**src/rtl/neo_gbus_bridge.sv**
```systemverilog
// CPU-to-port bus bridge: one CPU cycle request is steered to a single
// selected port with a per-port programmable wait count, a one-cycle
// read/write strobe, a read-data capture and a held acknowledge.
module neo_gbus_bridge #(
    parameter int DW    = 16,
    parameter int NPORT = 2,
    parameter int WW    = 4
) (
    input  logic                CLK,
    input  logic                nRESET,
    input  logic                nCYC,
    input  logic [NPORT-1:0]    nSEL,
    input  logic                DIR,
    input  logic [DW-1:0]       M68K_DOUT,
    output logic [DW-1:0]       M68K_DIN,
    output logic                DIN_OE,
    output logic                nDTACK,
    input  logic [NPORT*WW-1:0] WAIT_CFG,
    output logic [DW-1:0]       PORT_DOUT,
    output logic [NPORT-1:0]    nPORT_WE,
    output logic [NPORT-1:0]    PORT_RE,
    input  logic [NPORT*DW-1:0] PORT_DIN,
    output logic                CONFLICT,
    output logic                BUSY
);

    localparam int IW = (NPORT > 1) ? $clog2(NPORT) : 1;

    typedef enum logic [2:0] {
        S_IDLE    = 3'd0,
        S_WAIT    = 3'd1,
        S_STROBE  = 3'd2,
        S_CAPTURE = 3'd3,
        S_ACK     = 3'd4,
        S_DONE    = 3'd5
    } state_t;

    state_t           r_state;
    state_t           w_state_nxt;
    logic [WW-1:0]    r_cnt;
    logic [IW-1:0]    r_idx;
    logic             r_dir;
    logic             r_abort;
    logic             r_armed;
    logic [DW-1:0]    r_din;
    logic [DW-1:0]    r_dout;
    logic [NPORT-1:0] r_we_n;
    logic [NPORT-1:0] r_re;
    logic             r_dtack_n;
    logic             r_oe;
    logic             r_conflict;

    logic             w_any;
    logic             w_multi;
    logic [IW-1:0]    w_sel_idx;
    logic             w_start;
    logic             w_single;
    logic [WW-1:0]    w_wait_sel;
    logic [IW-1:0]    w_idx_nxt;
    logic             w_dir_nxt;
    logic [NPORT-1:0] w_we_n_nxt;
    logic [NPORT-1:0] w_re_nxt;

    // Decode the active-low selects: any selected, more than one selected, and which one.
    always_comb begin
        w_any     = 1'b0;
        w_multi   = 1'b0;
        w_sel_idx = '0;
        for (int i = 0; i < NPORT; i++) begin
            if (!nSEL[i]) begin
                w_multi   = w_multi | w_any;
                w_any     = 1'b1;
                w_sel_idx = IW'(i);
            end
        end
    end

    // A start needs nCYC to have been seen high since the previous start (or reset).
    assign w_start    = (r_state == S_IDLE) && r_armed && !nCYC && w_any;
    assign w_single   = w_start && !w_multi;
    assign w_wait_sel = WAIT_CFG[w_sel_idx*WW +: WW];
    assign w_idx_nxt  = (r_state == S_IDLE) ? w_sel_idx : r_idx;
    assign w_dir_nxt  = (r_state == S_IDLE) ? DIR : r_dir;

    // Next-state logic for the cycle sequencer.
    always_comb begin
        w_state_nxt = r_state;
        case (r_state)
            S_IDLE: begin
                if (w_start) begin
                    if (w_multi)
                        w_state_nxt = S_ACK;
                    else if (w_wait_sel != '0)
                        w_state_nxt = S_WAIT;
                    else
                        w_state_nxt = S_STROBE;
                end
            end
            S_WAIT: begin
                if (nCYC)
                    w_state_nxt = S_IDLE;
                else if (r_cnt == WW'(1))
                    w_state_nxt = S_STROBE;
            end
            S_STROBE:  w_state_nxt = S_CAPTURE;
            S_CAPTURE: w_state_nxt = (r_abort || nCYC) ? S_DONE : S_ACK;
            S_ACK: begin
                if (nCYC)
                    w_state_nxt = S_IDLE;
            end
            S_DONE:    w_state_nxt = S_IDLE;
            default:   w_state_nxt = S_IDLE;
        endcase
    end

    // Port strobes are registered from the next state so they are glitch-free.
    always_comb begin
        w_we_n_nxt = '1;
        w_re_nxt   = '0;
        if (w_state_nxt == S_STROBE) begin
            if (w_dir_nxt)
                w_re_nxt[w_idx_nxt] = 1'b1;
            else
                w_we_n_nxt[w_idx_nxt] = 1'b0;
        end
    end

    // State, wait counter, latched request and re-arm tracking.
    always_ff @(posedge CLK or negedge nRESET) begin
        if (!nRESET) begin
            r_state <= S_IDLE;
            r_cnt   <= '0;
            r_idx   <= '0;
            r_dir   <= 1'b0;
            r_abort <= 1'b0;
            r_armed <= 1'b0;
        end else begin
            r_state <= w_state_nxt;
            if (w_state_nxt == S_WAIT)
                r_cnt <= (r_state == S_IDLE) ? w_wait_sel : r_cnt - 1'b1;
            else
                r_cnt <= '0;
            if (w_single)
                r_idx <= w_sel_idx;
            if (w_start)
                r_dir <= DIR;
            // Remember a release seen in STROBE so CAPTURE still diverts to DONE.
            if (r_state == S_STROBE)
                r_abort <= nCYC;
            else if (r_state != S_CAPTURE)
                r_abort <= 1'b0;
            if (nCYC)
                r_armed <= 1'b1;
            else if (w_start)
                r_armed <= 1'b0;
        end
    end

    // Data paths: write data latched at start, read data captured leaving CAPTURE.
    always_ff @(posedge CLK or negedge nRESET) begin
        if (!nRESET) begin
            r_din  <= '0;
            r_dout <= '0;
        end else begin
            if (w_single)
                r_dout <= M68K_DOUT;
            if (w_start && w_multi)
                r_din <= '1;
            else if (r_state == S_CAPTURE && r_dir)
                r_din <= PORT_DIN[r_idx*DW +: DW];
        end
    end

    // Registered bus-facing control outputs; conflict flag is sticky until reset.
    always_ff @(posedge CLK or negedge nRESET) begin
        if (!nRESET) begin
            r_we_n     <= '1;
            r_re       <= '0;
            r_dtack_n  <= 1'b1;
            r_oe       <= 1'b0;
            r_conflict <= 1'b0;
        end else begin
            r_we_n    <= w_we_n_nxt;
            r_re      <= w_re_nxt;
            r_dtack_n <= (w_state_nxt != S_ACK);
            r_oe      <= (w_state_nxt == S_ACK) && w_dir_nxt;
            if (w_start && w_multi)
                r_conflict <= 1'b1;
        end
    end

    assign M68K_DIN  = r_din;
    assign PORT_DOUT = r_dout;
    assign nPORT_WE  = r_we_n;
    assign PORT_RE   = r_re;
    assign nDTACK    = r_dtack_n;
    assign DIN_OE    = r_oe;
    assign CONFLICT  = r_conflict;
    assign BUSY      = (r_state != S_IDLE);

endmodule
```
**config.mk**
```make
export PLATFORM = sky130hd
export DESIGN_NAME = neo_gbus_bridge
export DESIGN_NICKNAME = d
export VERILOG_FILES = /design/src/rtl/neo_gbus_bridge.sv
export SDC_FILE = /design/constraint.sdc
export NUM_CORES = 1
export LEC_CHECK = 0
export ABC_AREA = 1
export CAP_MARGIN = 20
export CORE_ASPECT_RATIO = 1.5
export CORE_MARGIN = 2
export CORE_UTILIZATION = 30
export DETAILED_ROUTE_END_ITERATION = 10
export GPL_TIMING_DRIVEN = 1
export PLACE_DENSITY = 0.65
export SYNTH_ARGS = -nofsm -noshare
export SYNTH_HDL_FRONTEND = slang
export SYNTH_SLANG_ARGS = --single-unit
```
**constraint.sdc**
```tcl
create_clock -name CLK -period 2.1 [get_ports CLK]
set_input_delay 0.21 -clock CLK [delete_from_list [all_inputs] [get_ports CLK]]
set_output_delay 0.21 -clock CLK [all_outputs]
set_load 0.02 [all_outputs]
```
==> flow_summary_export.csv, run 1 <==
group,metric,value,unit
run_status,status,"completed",
die,dieArea,0.009003,mm^2
sta,fmax,515.4,MHz
synthesis,synthCells,278,
cts,h-tree-depth,2,
pwr,intPower,2.801,mW
setup_path,path_cells,"inv_2 > nand2_2 > nor2_8 > inv_2 > clkdlybuf4s50_1",
pwr,power.total,4.648,mW
cts,clkSinkCount,50,
setup_path,end_kind,"primary output",
route,firstDrtPassIters,4,
route,drtIter0Drc,74,
synthesis,synthDistinctLibCells,27,
setup_path,cp_max_fo,9,
die,start_util,30.89,%
synthesis,synth_ff_type,"dfrtp_1",
placed_design,pre_cts_ws,0.1757,ns
grt,grt_pass1_vias,2136,
synthesis,ys_warn_count,0,
setup_path,required,1.89,ns
placed_design,placed_cell_area,0.003571,mm^2
synthesis,synth-simple-area-share,28.68,%
placed_design,port-buffer-count,101,
synthesis,synth_common_cells,"92 x nand2_1, 47 x dfrtp_1, 26 x o21ai_0",
route,routed_wl,6058,um
setup_path,path_delay_family,"buffers and inverters",
pwr,comb_power_share,48.7,%
grt,grt_pass1_wl,9922,um
final_layout,fin_nets,443,
pwr,p_sw,1.848,mW
sta,setup_viol,0,
placed_design,placedCellCount,477,
setup_path,crit_slowest_cell,"clkdlybuf4s50_1",
cts,cts_tree,"yes",
placed_design,place.gp.congestion,0.8054,
synthesis,synth_top_family_by_area,"simple AND/OR/NAND/NOR gates",
sta,setup_tns,0,ns
synthesis,syn_area,0.002474,mm^2
sta,final.setup.worst_slack,0.1598,ns
final_layout,post-route-cell-area,0.003725,mm^2
synthesis,synth_seq_area_share,50.73,%
pwr,switching_share,39.75,%
synthesis,synth-compound-area-share,6.525,%
cts,hold_buffers,0,
route,vias,2124,
setup_path,crit_buf_inv,3,
run,drv_cap,0,
pwr,p_seq_share,33.5,%
final_layout,diodes,0,
sta,rsz0062_at_grt,"false",
sta,finClkSkew,0.004953,ns
die,ioPinCount,102,
synthesis,netlist.area_leader.share,47.55,%
synthesis,avgSynthCellArea,8.898,um^2
final_layout,fill_cells,798,
synthesis,async_reset_ff_share,100.0,%
synthesis,yosysTopAreaCell,"dfrtp_1",
final_layout,multiInputGateArea,0.001085,mm^2
setup_path,path_class,"register to primary output",
setup_path,cp-start-kind,"register",
final_layout,finish.utilization,46.52,%
cts,clk_pin_slew,0.07,ns
pwr,leakage,1.598,nW
synthesis,synth_edf_count,0,
die,core_area,0.008008,mm^2
cts,cts_buffer_depth,2,
sta,drv_slew,0,
pwr,power.density,1248,mW/mm^2
setup_path,crit_arrival,1.73,ns
sta,slew_headroom,47.91,%
synthesis,synth-seq-cells,50,
grt,grt_max_degree,51,
sta,worstMarginPinSlew,0.7813,ns
sta,timing.hold.ws,0.02206,ns
synthesis,synth_fp_nets,342,
pwr,irDropWorstVdd,0.6229,mV
sta,fin_crit_sh,92.39,%
die,placementRows,40,
sta,post-route-min-period,1.940,ns
route,ant_nets,0,
pwr,power.share.clock,17.8,%
cts,clockRootBuffer,"clkbuf_16",
final_layout,area_growth_syn_to_layout,50.58,%
setup_path,cp_common_cell,"inv_2",
cts,cts_resized,0,
cts,insertion_delay,0.29,ns
setup_path,cpPeakStageDelay,0.55,ns
grt,antenna_found_initial,0,
synthesis,synth_most_common_cell,"nand2_1",
cts,cts_buffers,5,
placed_design,dp_hpwl,4635,um
synthesis,synth_mux_area_share,7.284,%
min_path,hp-class,"primary input to async pin",
synthesis,synth_xor_area_share,0.3541,%
die,die_w,78.14,um
route,drt-wirelength-per-cell,12.49,um
sta,hold_viol,0,
route,drc,0,
route,drt-vias-per-instance,4.379,
grt,grtUsageTotal,13.73,%
synthesis,synth_area_leaders,"dfrtp_1 48%, nand2_1 14%, mux2_2 7.3%",
cts,postCtsSetupRepairBufs,0,
final_layout,stdcell_count,485,
die,fp.dieH,115.2,um
final_layout,drive_gt1_share,15.53,%
synthesis,synth_adder_area_share,1.012,%
final_layout,register_area,0.001255,mm^2
grt,grt_overflow_total,0,
==> power groups by stage <==
stage          registers [mW]  logic, mW  clock network, mW
5_1_grt                  1.61       2.48              0.892
3_3_place_gp             1.57       2.27                  0
2_1_floorplan            1.83       1.08                  0
6_report                 1.56       2.26              0.828
3_5_place_dp             1.58       2.30                  0
4_1_cts                  1.56       2.30              0.853
==> kinds of logic after synthesis <==
group	Yosys count
simple gates	149
flops	50
compound gates	31
buf+inv	29
mux	16
fa+ha+maj	2
xor+xnor	1
==> layer usage <==
layer / global-route usage [%] / wire length [um] / vias up / part of all wire, %
met1: 15.47 / 2429 / 968 / 40
met2: 25.86 / 3253 / 59 / 54
met4: 3.860 / 53 / 0 / 0.87
met3: 2.983 / 321 / 4 / 5.3
li1: - / - / 1093 / -
met5: 0 / 0 / - / 0
==> cell usage in the layout, fill, tap and decap left out <==
master / count
dfrtp_1: 47
mux2_2: 16
nand2_1: 92
nor2_4: 3
o21ai_2: 1
o21a_1: 1
inv_2: 5
nand2_2: 4
xor2_1: 1
buf_4: 3
o21ai_1: 1
or2_2: 2
nand3_1: 22
nor2_8: 2
nand3_2: 1
o21ai_0: 26
clkdlybuf4s50_1: 100
buf_2: 1
nand3_4: 1
a21oi_1: 2
nor2_1: 13
clkbuf_16: 5
nor2_2: 7
inv_1: 14
inv_8: 1
ha_1: 2
clkinv_4: 2
nand2_4: 2
dfstp_2: 3
==> final timing paths <==
path                               from      endpoint  slack [ns]  cells after the start
min                              nRESET  M68K_DIN[13]        0.02                      2
min reg2reg                    CONFLICT      CONFLICT        0.48                      1
min in group CLK           M68K_DOUT[6]  PORT_DOUT[6]        0.44                      3
max                          r_state[0]          BUSY        0.16                      5
max in group asynchronous        nRESET      r_cnt[2]        1.67                      2
max reg2reg                  r_state[2]        DIN_OE        0.50                      7
==> sequential cells by signal (all words and copies together), names as in the netlist <==
name       cells
DIN_OE         1
r_armed        1
r_cnt          4
nPORT_WE       2
nDTACK         1
M68K_DIN      16
PORT_DOUT     16
CONFLICT       1
r_state        3
PORT_RE        2
r_abort        1
r_dir          1
r_idx          1
==> layout make-up <==
type | instances | share of cell area, %
inverter | 19 | 1.915
sequential | 50 | 33.69
clock inverter | 3 | 0.7726
clock buffer | 5 | 3.359
timing repair buffer | 104 | 27.61
multi-input combinational | 199 | 29.12
tap | 105 | 3.527
No activity file was read; power rests on OpenSTA's default activity.
==> run 2, diff against run 1 <==
Settings changed: ABC_AREA 1 to default, GPL_ROUTABILITY_DRIVEN from default to 0, PLACE_DENSITY 0.65 to 0.66.
==> flow_summary_export.csv, run 2 <==
group,metric,value,unit
grt,grtUsageTotal,14.11,%
synthesis,synth_edf_count,0,
min_path,hp-class,"primary input to async pin",
synthesis,synth-seq-cells,50,
setup_path,cp_max_fo,5,
synthesis,yosysTopAreaCell,"dfrtp_1",
route,vias,1971,
synthesis,ys_warn_count,0,
cts,insertion_delay,0.29,ns
cts,h-tree-depth,2,
route,drt-wirelength-per-cell,13.84,um
synthesis,synth_ff_type,"dfrtp_1",
pwr,leakage,1.547,nW
sta,fmax,520.2,MHz
setup_path,path_class,"register to primary output",
route,drtIter0Drc,95,
run_status,status,"completed",
synthesis,synth_adder_area_share,1.027,%
grt,grt_pass1_vias,2134,
cts,postCtsSetupRepairBufs,0,
setup_path,cp-start-kind,"register",
pwr,comb_power_share,51.7,%
sta,slew_headroom,62.63,%
grt,grt_max_degree,33,
route,drc,0,
pwr,switching_share,37.51,%
route,ant_nets,0,
pwr,p_seq_share,32.4,%
sta,post-route-min-period,1.923,ns
grt,grt_overflow_total,0,
sta,worstMarginPinSlew,0.5605,ns
final_layout,fin_nets,379,
route,drt-vias-per-instance,4.682,
final_layout,area_growth_syn_to_layout,53.90,%
pwr,power.share.clock,15.9,%
synthesis,synth_seq_area_share,51.49,%
synthesis,synth_xor_area_share,0.7187,%
setup_path,crit_arrival,1.71,ns
setup_path,r2r-start,"r_cnt[1]",
die,fp.dieH,114.4,um
final_layout,diodes,0,
die,core_area,0.007958,mm^2
die,ioPinCount,102,
synthesis,synth_fp_nets,273,
grt,antenna_found_initial,0,
synthesis,synth_top_family_by_area,"multiplexers",
cts,clk_pin_slew,0.06,ns
synthesis,synth-simple-area-share,14.63,%
placed_design,placedCellCount,412,
sta,timing.hold.ws,0.4428,ns
grt,grt_pass1_wl,9873,um
final_layout,drive_gt1_share,14.87,%
die,dieArea,0.008876,mm^2
pwr,irDropWorstVdd,0.5261,mV
run,drv_cap,0,
cts,cts_buffers,5,
sta,hold_viol,0,
die,die_w,77.60,um
sta,rsz0062_at_grt,"false",
synthesis,synthDistinctLibCells,45,
cts,cts_buffer_depth,2,
sta,fin_crit_sh,91.55,%
setup_path,required,1.89,ns
synthesis,async_reset_ff_share,100.0,%
final_layout,stdcell_count,421,
cts,clkSinkCount,50,
cts,clockRootBuffer,"clkbuf_16",
sta,drv_slew,0,
synthesis,synth-compound-area-share,12.78,%
sta,finClkSkew,0.006504,ns
synthesis,synth_common_cells,"47 x dfrtp_1, 26 x nand2_1, 20 x mux2i_1",
synthesis,syn_area,0.002437,mm^2
synthesis,synth_most_common_cell,"dfrtp_1",
final_layout,layout_common_cells,"100 x clkdlybuf4s50_1, 47 x dfrtp_1, 26 x nand2_1",
pwr,power.total,4.980,mW
setup_path,cp-startpoint,"r_state[2]",
setup_path,end_kind,"primary output",
synthesis,avgSynthCellArea,11.66,um^2
die,start_util,30.63,%
final_layout,post-route-cell-area,0.003751,mm^2
placed_design,dp_hpwl,4558,um
cts,cts_tree,"yes",
synthesis,synth_area_leaders,"dfrtp_1 48%, mux2i_1 8.2%, mux2_2 7.9%",
final_layout,layout_commonest_cell,"clkdlybuf4s50_1",
pwr,p_sw,1.868,mW
placed_design,placed_cell_area,0.003590,mm^2
placed_design,port-buffer-count,101,
die,placementRows,40,
route,routed_wl,5826,um
synthesis,synthCells,209,
synthesis,synth_mux_area_share,16.07,%
pwr,intPower,3.112,mW
synthesis,netlist.area_leader.share,48.25,%
sta,setup_viol,0,
sta,setup_tns,0,ns
route,firstDrtPassIters,4,
pwr,power.density,1328,mW/mm^2
-- run 2: power groups by stage --
stage	registers [mW]	clock network, mW	logic (mW)
after floorplan	2.01	0	1.10
after detailed placement	1.62	0	2.61
after CTS	1.62	0.824	2.61
after global placement	1.62	0	2.56
after global routing	1.68	0.855	2.78
final	1.62	0.790	2.57
-- run 2: stage by stage --
step	util, %	worst slack, ns
floorplan	-	0.3760
CTS	47.08	0.05324
global placement	45.11	0.1259
finish	47.14	0.1775
detailed placement	45.11	0.07493
global route	47.14	0.07978
-- run 2: final timing paths --
check / end / slack, ns / cells after the start
hold / removal: M68K_DIN[15] / 0.44 / 2
min in group CLK: CONFLICT / 0.47 / 1
hold reg to reg: CONFLICT / 0.47 / 1
max in group asynchronous: M68K_DIN[11] / 1.12 / 3
setup / recovery: BUSY / 0.18 / 3
setup reg to reg: DIN_OE / 0.20 / 6
-- run 2: final cells by class --
type | instances | area (um^2)
clock buffers | 5 | 125.1
clock inverters | 3 | 21.27
fillers | 744 | 4207
inverters | 6 | 22.52
multi-input cells | 142 | 1107
flip-flops and latches | 50 | 1255
well taps | 105 | 131.4
repair buffers | 110 | 1089
-- run 2: kinds of logic after synthesis --
kind of cell,count (synthesis)
compound gates,36
xor+xnor,2
fa+ha+maj,2
buf+inv,17
flops,50
mux,37
simple gates,65
-- run 2: worst max-delay path: stages (launching register included) --
cell and delay [ns]:
dfrtp_1 0.45, nor3_2 0.27, clkinv_1 0.14, clkdlybuf4s50_1 0.56
-- run 2: per-layer routing --
layer / track usage, % / share of wire [%] / vias up
li1: - / - / 967
met1: 14.63 / 38 / 940
met2: 27.01 / 56 / 56
met3: 2.524 / 3.8 / 8
met4: 6.548 / 2.2 / 0
met5: 0 / 0 / -
-- run 2: repair_timing --
| action | in CTS | in global routing |
|---|---|---|
| hold buffers | 1 | 0 |
| hold endpoints to repair | 20 | 0 |
| setup endpoints to repair | 0 | 1 |
| gates resized for setup | 0 | 1 |
==> run 3, diff against run 2 <==
Settings changed: MAX_ROUTING_LAYER from default to met4, PLACE_DENSITY 0.66 to default, REMOVE_ABC_BUFFERS from default to 1.
==> flow_summary_export.csv, run 3 (synthesis results as in run 2) <==
group,metric,value,unit
grt,grtUsageTotal,13.86,%
setup_path,cpPeakStageDelay,0.58,ns
die,die_w,77.60,um
pwr,p_sw,1.863,mW
route,routed_wl,5716,um
route,drt-wirelength-per-cell,13.61,um
final_layout,layout_common_cells,"100 x clkdlybuf4s50_1, 47 x dfrtp_1, 26 x nand2_1",
final_layout,layout_commonest_cell,"clkdlybuf4s50_1",
setup_path,required,1.89,ns
setup_path,crit_arrival,1.82,ns
setup_path,path_class,"register to primary output",
setup_path,r2r-end,"DIN_OE",
pwr,leakage,1.557,nW
cts,h-tree-depth,2,
setup_path,crit_slowest_cell,"clkdlybuf4s50_1",
sta,slew_headroom,30.32,%
cts,clk_pin_slew,0.06,ns
final_layout,diodes,0,
pwr,irDropWorstVdd,0.6748,mV
grt,grt_overflow_total,0,
final_layout,post-route-cell-area,0.003770,mm^2
final_layout,fin_nets,378,
cts,cts_tree,"yes",
die,ioPinCount,102,
route,ant_nets,0,
final_layout,drive_gt1_share,14.29,%
final_layout,register_area,0.001255,mm^2
cts,clockRootBuffer,"clkbuf_16",
grt,grt_pass1_vias,1935,
grt,grt_pass1_wl,9211,um
sta,worstMarginPinSlew,1.045,ns
pwr,power.density,1358,mW/mm^2
sta,setup_viol,0,
run_status,status,"completed",
grt,antenna_found_initial,0,
route,vias,1935,
die,start_util,30.63,%
sta,fin_crit_sh,96.56,%
route,drt-vias-per-instance,4.607,
die,core_area,0.007958,mm^2
final_layout,finish.utilization,47.37,%
run,drv_cap,0,
cts,cts_buffers,5,
grt,grt_max_degree,33,
pwr,comb_power_share,48.8,%
placed_design,dp_hpwl,4363,um
die,dieArea,0.008876,mm^2
sta,finClkSkew,0.005227,ns
setup_path,cp-start-kind,"register",
min_path,hp-class,"primary input to async pin",
pwr,p_seq_share,32.6,%
final_layout,multiInputGateArea,0.001102,mm^2
cts,cts_resized,0,
setup_path,r2r-start,"r_cnt[1]",
sta,drv_slew,0,
setup_path,reg2reg_depth,6,
setup_path,cp_max_fo,9,
setup_path,end_kind,"primary output",
placed_design,port-buffer-count,101,
setup_path,path_cells,"nor3_1 > clkinv_1 > clkdlybuf4s50_1",
cts,cts_buffer_depth,2,
setup_path,r2r_slack,0.19,ns
route,drc,0,
final_layout,area_growth_syn_to_layout,54.67,%
route,drtIter0Drc,70,
placed_design,placed_cell_area,0.003582,mm^2
cts,clkSinkCount,50,
sta,fmax,493.2,MHz
cts,insertion_delay,0.29,ns
die,placementRows,40,
route,firstDrtPassIters,5,
sta,hold_viol,0,
sta,post-route-min-period,2.028,ns
sta,rsz0062_at_grt,"false",
pwr,intPower,3.255,mW
die,fp.dieH,114.4,um
final_layout,fill_cells,735,
pwr,power.share.clock,18.6,%
pwr,switching_share,36.40,%
run 3: stage by stage:
| step | TNS (ns) | power, mW | hold slack, ns | instances | setup slack [ns] |
|---|---|---|---|---|---|
| finish | 0 | 5.118 | 0.4680 | 420 | 0.07225 |
| global route | 0 | 5.457 | 0.4997 | 420 | 0.01150 |
| CTS | 0 | 5.189 | 0.4719 | 420 | 0.07543 |
| detailed placement | 0 | 4.204 | 0.2704 | 411 | 0.08371 |
| global placement | 0 | 4.173 | 0.2741 | 411 | 0.1300 |
| floorplan | -0.7092 | 3.061 | -0.08559 | 198 | -0.2777 |
run 3: worst max-delay path by stage:
| stage | from | endpoint | slack (ns) | cells past startpoint |
|---|---|---|---|---|
| after floorplan | r_state[0] | r_cnt[1] | -0.28 | 4 |
| after global placement | nSEL[0] | PORT_DOUT[0] | 0.13 | 4 |
| after detailed placement | nCYC | r_cnt[1] | 0.08 | 5 |
| after CTS | r_state[0] | BUSY | 0.08 | 3 |
| after global routing | r_state[0] | BUSY | 0.01 | 3 |
| final | r_state[0] | BUSY | 0.07 | 3 |
run 3: cell type report:
class                   instances  share of cell area (%)
flip-flops and latches         50                   33.29
multi-input cells             142                   29.24
repair buffers                109                   28.68
clock buffers                   6                   3.684
well taps                     105                   3.485
clock inverters                 2                   1.029
inverters                       6                  0.5974
run 3: per-layer routing:
metal / up-vias / GRT usage [%] / part of all wire, %
met2: 62 / 24.83 / 54
met1: 902 / 14.34 / 39
met4: 0 / 6.190 / 2.2
li1: 964 / - / -
met5: - / - / 0
met3: 7 / 3.155 / 4.9
run 3: what timing repair did:
item	in CTS	in global routing
endpoints found under the setup margin	0	0
hold buffers	1	0
endpoints found under the hold margin	22	0
buffers inserted	0	0
run 3: power groups by stage:
stage | clock (mW) | combinational, mW | sequential [mW]
global placement | 0 | 2.49 | 1.68
CTS | 0.985 | 2.53 | 1.67
floorplan | 0 | 1.00 | 2.06
finish | 0.954 | 2.50 | 1.67
global route | 1.03 | 2.69 | 1.74
detailed placement | 0 | 2.52 | 1.68
run 3: worst max-delay path, delay by kind of cell (launching register included):
family        cells  cell delay [ns]
buf+inv           2             0.78
flops             1             0.49
simple gates      1             0.26
